--- src/rtl/demux4_gather_pkg.sv ---
// Shared definitions for the 1-to-4 sample gatherer: lane width, slot and state encodings.
package demux4_gather_pkg;

    localparam int unsigned DATA_W = 15;
    localparam int unsigned N_LANE = 4;

    // Slot encodings match the select values used by the 4:1 tap mux on the read side.
    typedef enum logic [1:0] {
        SLOT_0 = 2'b00,
        SLOT_1 = 2'b01,
        SLOT_2 = 2'b10,
        SLOT_3 = 2'b11
    } slot_e;

    typedef enum logic {
        FILL = 1'b0,
        FULL = 1'b1
    } state_e;

endpackage

--- src/rtl/demux4_gather_dec2_4.sv ---
// 2-to-4 write-enable decoder: turns the write slot and the accept strobe into one-hot lane enables.
//   i_sel : lane index to write
//   i_en  : write strobe (accept)
//   o_en  : one-hot lane write enables (all zero when i_en is low)
module demux4_gather_dec2_4 (
    input  logic [1:0] i_sel,
    input  logic       i_en,
    output logic [3:0] o_en
);

    always_comb begin
        o_en        = '0;
        o_en[i_sel] = i_en;
    end

endmodule

--- src/rtl/demux4_gather.sv ---
// Collects a serial stream of samples into four registered taps and hands the complete
// group to the bicubic kernel over a valid/ready handshake.
//   clk, rst            : clock, synchronous active-high reset
//   in_data/in_valid    : incoming sample and its valid
//   in_first            : sample starts a new group (goes to out_0)
//   in_ready            : sample can be accepted this cycle (combinational from out_ready in FULL)
//   out_0..out_3        : registered taps of the current group
//   out_valid/out_ready : group handshake to the kernel
//   slot                : lane the next accepted sample will be written to
module demux4_gather #(
    parameter int unsigned DATA_W = demux4_gather_pkg::DATA_W
) (
    input  logic              clk,
    input  logic              rst,
    input  logic [DATA_W-1:0] in_data,
    input  logic              in_valid,
    input  logic              in_first,
    output logic              in_ready,
    output logic [DATA_W-1:0] out_0,
    output logic [DATA_W-1:0] out_1,
    output logic [DATA_W-1:0] out_2,
    output logic [DATA_W-1:0] out_3,
    output logic              out_valid,
    input  logic              out_ready,
    output logic [1:0]        slot
);

    import demux4_gather_pkg::*;

    state_e            r_state;
    logic              r_out_valid;
    logic [1:0]        r_slot;
    logic [DATA_W-1:0] r_lane [N_LANE];

    logic       w_accept;
    logic       w_release;
    logic       w_restart;
    logic [1:0] w_wr_slot;
    logic [1:0] w_next_slot;
    logic [3:0] w_wr_en;

    // A full group only frees its lanes when the consumer takes it in the same cycle.
    assign in_ready  = ~rst & ((r_state == FILL) | out_ready);
    assign w_accept  = in_valid & in_ready;
    assign w_release = r_out_valid & out_ready;

    // in_first, or any write while FULL (which implies a release), starts a new group at lane 0.
    assign w_restart   = in_first | (r_state == FULL);
    assign w_wr_slot   = w_restart ? SLOT_0 : r_slot;
    assign w_next_slot = 2'(w_wr_slot + 2'd1);

    demux4_gather_dec2_4 u_dec (
        .i_sel (w_wr_slot),
        .i_en  (w_accept),
        .o_en  (w_wr_en)
    );

    // Lane registers, slot counter and FILL/FULL state.
    always_ff @(posedge clk) begin
        if (rst) begin
            r_state     <= FILL;
            r_out_valid <= 1'b0;
            r_slot      <= SLOT_0;
            for (int i = 0; i < int'(N_LANE); i++) begin
                r_lane[i] <= '0;
            end
        end else begin
            for (int i = 0; i < int'(N_LANE); i++) begin
                if (w_wr_en[i]) begin
                    r_lane[i] <= in_data;
                end
            end

            if (w_accept) begin
                r_slot <= w_next_slot;
            end

            case (r_state)
                FILL: begin
                    if (w_accept && (w_wr_slot == SLOT_3)) begin
                        r_state     <= FULL;
                        r_out_valid <= 1'b1;
                    end
                end
                FULL: begin
                    // Any accept here coincides with a release, so it always returns to FILL.
                    if (w_release) begin
                        r_state     <= FILL;
                        r_out_valid <= 1'b0;
                    end
                end
                default: begin
                    r_state     <= FILL;
                    r_out_valid <= 1'b0;
                end
            endcase
        end
    end

    assign out_0     = r_lane[0];
    assign out_1     = r_lane[1];
    assign out_2     = r_lane[2];
    assign out_3     = r_lane[3];
    assign out_valid = r_out_valid;
    assign slot      = r_slot;

endmodule

--- config.mk ---
export PLATFORM = sky130hd
export DESIGN_NAME = demux4_gather
export DESIGN_NICKNAME = d
export VERILOG_FILES = /design/src/rtl/demux4_gather_pkg.sv /design/src/rtl/demux4_gather_dec2_4.sv /design/src/rtl/demux4_gather.sv
export SDC_FILE = /design/constraint.sdc
export NUM_CORES = 1
export LEC_CHECK = 0
export BUFFER_PORTS_ARGS = -buffer_cell sky130_fd_sc_hd__buf_2
export CORE_MARGIN = 3
export CORE_UTILIZATION = 30
export CTS_CLUSTER_SIZE = 30
export DETAILED_ROUTE_END_ITERATION = 8
export GPL_TIMING_DRIVEN = 0
export HOLD_SLACK_MARGIN = 0.08
export PLACE_DENSITY = 0.53
export SLEW_MARGIN = 30
export SYNTH_ARGS = -nofsm -noshare
export SYNTH_HDL_FRONTEND = slang
export SYNTH_SLANG_ARGS = --single-unit
--- constraint.sdc ---
create_clock -name clk -period 3.85 [get_ports clk]
set_input_delay 0 -clock clk [delete_from_list [all_inputs] [get_ports clk]]
set_output_delay 0 -clock clk [all_outputs]
set_load 0.005 [all_outputs]
==> run metrics <==
synth warn 0; number of global-route vias before repair 1594; Netlist cell types 21; Worst Skew 0.00977 ns; Initial Util 31.6%; GRT Overall Usage 12.1%; clk sinks between 60 and 70; IO Count 84; Yosys top cell area share 67.9%; top cells by area, synth edfxtp_1, and2_2, nor4bb_4, dfxtp_1, ha_1; sequential-to-total area share from yosys stat 70.9%; Final min period 2.04 ns; ys flop type edfxtp_1; total wire length 5830 um; Power Dens Cells between 400 and 500 nW/um2; R2R setup slack 1.81 ns; leakage 0.00158 uW; status complete, no violations; Startpoint Class flop; Worst EP arrival 2.24 ns; maximum VDD drop 195 uV; Final period util 53.1%; layout cells sized above 1 60.7%; # DRC 0; first-pass GRT wire length 8830 um; cell row count 33; Min-Delay Startpoint rst; First-pass DRT Iterations 4; Fin. Hold Viols 0; CTS Buffer Depth 2; Die Y 100 um; GP Congestion 0.690; Post-Synth XOR/XNOR Area 0%; synthesized area 2650 um2; most frequent cells in the layout buf_2, and2_2, edfxtp_1; leading area contributor after synthesis edfxtp_1; Slew Viols, Final 0; Congestion Overflow GR 0; Nets roughly 300; Worst Hold Path EP r_state$_SDFF_PP0_; main combinational cell family by area after synthesis simple AND/OR/NAND/NOR gates; adder-cell share of the synthesized area 1.89%; Synth Area in Simple Gates between 20% and 30%; area grow syn2layout 36.2%; setup bufs post-CTS 0; vias 1588; clock root buffer master clkbuf_8; Critical Path RT 4.05 ns; Worst Hold Class input pin to flop; CTS tree done; FF+latch count, synth 64; initial antenna violation count 0; Via density 4.12; setup violators final 0; post-DP HPWL 3970 um; crit-path max FO 10; number of synthesized flops with an enable pin 60; total power 1550 uW; number of fill cells 797; CTS resizes 0; H-Tree Depth 3; compound-gate portion of the synthesized area 2.03%; Syn Area/Cell 16.4 um2; Worst Reg2Reg Path Length in Cells 7; most common cell after layout, fill and taps aside buf_2; DIE AREA 10000 um2; Core Area 8380 um2; critical setup path kind flop to flop; Slew @ Worst Pin 0.748 ns; worst hold stages 3; Achievable Freq a little under 500 MHz; Die X 100 um; CTS clk-pin slew, worst paths roughly 0.080 ns; Reg2Reg Capture Point r_lane[2][12]$_SDFFCE_PN0P_; Starting DRT DRC Count 22; Wirelength per Cell 15.1 um; post-synthesis async set-or-reset flop share 0%; remaining antenna violation count after routing 0; syn nets roughly 190; Syn Inst Count 162; max_cap viols 0; clock latency on the worst-skew pair roughly 0.33 ns; endpoint type of the worst setup path flop; n_diodes 0; RSZ-0062 raised after global routing false; r2r startpoint r_state$_SDFF_PP0_; CTS Buf Count 9; I/O Buffers 83; pin count of the biggest net entering global routing 16; Slew HR 50.1%; Post-Route Setup TNS 0 ns; mux cell area share after synthesis less than 1%
## area by class of cell
type / instances / area (um2) / area share, %
Inverter: 2 / 7.51 / 0.208
Tap cell: 105 / 131 / 3.64
Clock inverter: 7 / 93.8 / 2.60
Multi-Input combinational cell: 91 / 743 / 20.6
Sequential cell: 64 / 1880 / 52.1
Clock buffer: 9 / 124 / 3.43
Timing Repair Buffer: 102 / 607 / 16.8
Buffer: 5 / 23.8 / 0.658
## registers in the layout, summed over array words and instances, names as in the netlist
| signal | count |
|---|---|
| r_state | 1 |
| slot | 2 |
| r_lane | 60 |
| out_valid | 1 |
## cell families after synthesis
group / count (synthesis)
AOI/OAI and AO/OA: 8
adders and majority gates: 4
buffers and inverters: 7
DFF: 64
muxes: 1
and+or+nand+nor: 78
## Yosys cell counts (all sizes together) (2+ instances only)
| master | number |
|---|---|
| a21o | 3 |
| nor4bb | 4 |
| nand2 | 6 |
| inv | 2 |
| nor2 | 2 |
| dfxtp | 4 |
| and2 | 61 |
| nor2b | 2 |
| clkbuf | 5 |
| a21oi | 2 |
| nand2b | 2 |
| edfxtp | 60 |
| ha | 4 |
## per-stage QoR
step | utilization, % | cell area [um2] | setup slack [ns] | hold WS [ns] | std cells
global placement | 38.2 | 3200 | 1.18 | 0.325 | 350
finish | 43.1 | 3610 | 1.81 | 0.252 | 385
global route | 43.1 | 3610 | 1.62 | 0.290 | 385
CTS | 43.1 | 3610 | 1.72 | 0.240 | 385
detailed placement | 38.3 | 3210 | 1.75 | 0.325 | 351
floorplan | - | 2650 | 1.84 | 0.161 | 162
## worst max-delay path, stage by stage, from the launching register on
cell,delay [ns]
dfxtp_1,0.40
nor2_1,0.09
and2_1,0.19
inv_1,0.08
ha_1,0.17
nor4bb_4,0.44
clkbuf_2,0.34
and2_2,0.19
## layer usage
| metal | up-vias | GRT usage (%) | share of wire, % |
|---|---|---|---|
| met3 | 5 | 2.85 | 5.4 |
| met5 | - | 0 | 0 |
| met2 | 50 | 18.7 | 49 |
| li1 | 792 | - | - |
| met4 | 0 | 5.60 | 1.1 |
| met1 | 741 | 16.3 | 45 |
## where the power goes
group	internal [uW]	leakage (uW)	switching, uW	total, uW
registers	795	0.000662	9.89	805
logic	58.6	0.000813	58.4	117
clock network	364	0.000107	264	629
total	1220	0.00158	333	1550
## timing repair
action / in CTS / in global routing
endpoints found under the setup margin: 0 / 0
endpoints found under the hold margin: 63 / 0
hold buffers: 18 / 0
## how the worst max path moves through the flow
| stage | startpoint | to | slack (ns) | cells after the start |
|---|---|---|---|---|
| after CTS | r_state$_SDFF_PP0_ | r_lane[0][8]$_SDFFCE_PN0P_ | 1.72 | 7 |
| after global routing | r_state$_SDFF_PP0_ | r_lane[0][8]$_SDFFCE_PN0P_ | 1.62 | 7 |
| after detailed placement | r_state$_SDFF_PP0_ | r_lane[0][8]$_SDFFCE_PN0P_ | 1.75 | 7 |
| after global placement | r_state$_SDFF_PP0_ | r_lane[3][13]$_SDFFCE_PN0P_ | 1.18 | 5 |
| final | r_state$_SDFF_PP0_ | r_lane[2][12]$_SDFFCE_PN0P_ | 1.81 | 7 |
| after floorplan | r_state$_SDFF_PP0_ | r_lane[3][0]$_SDFFCE_PN0P_ | 1.84 | 5 |
Note: power is estimated with default switching activity, not from simulation.
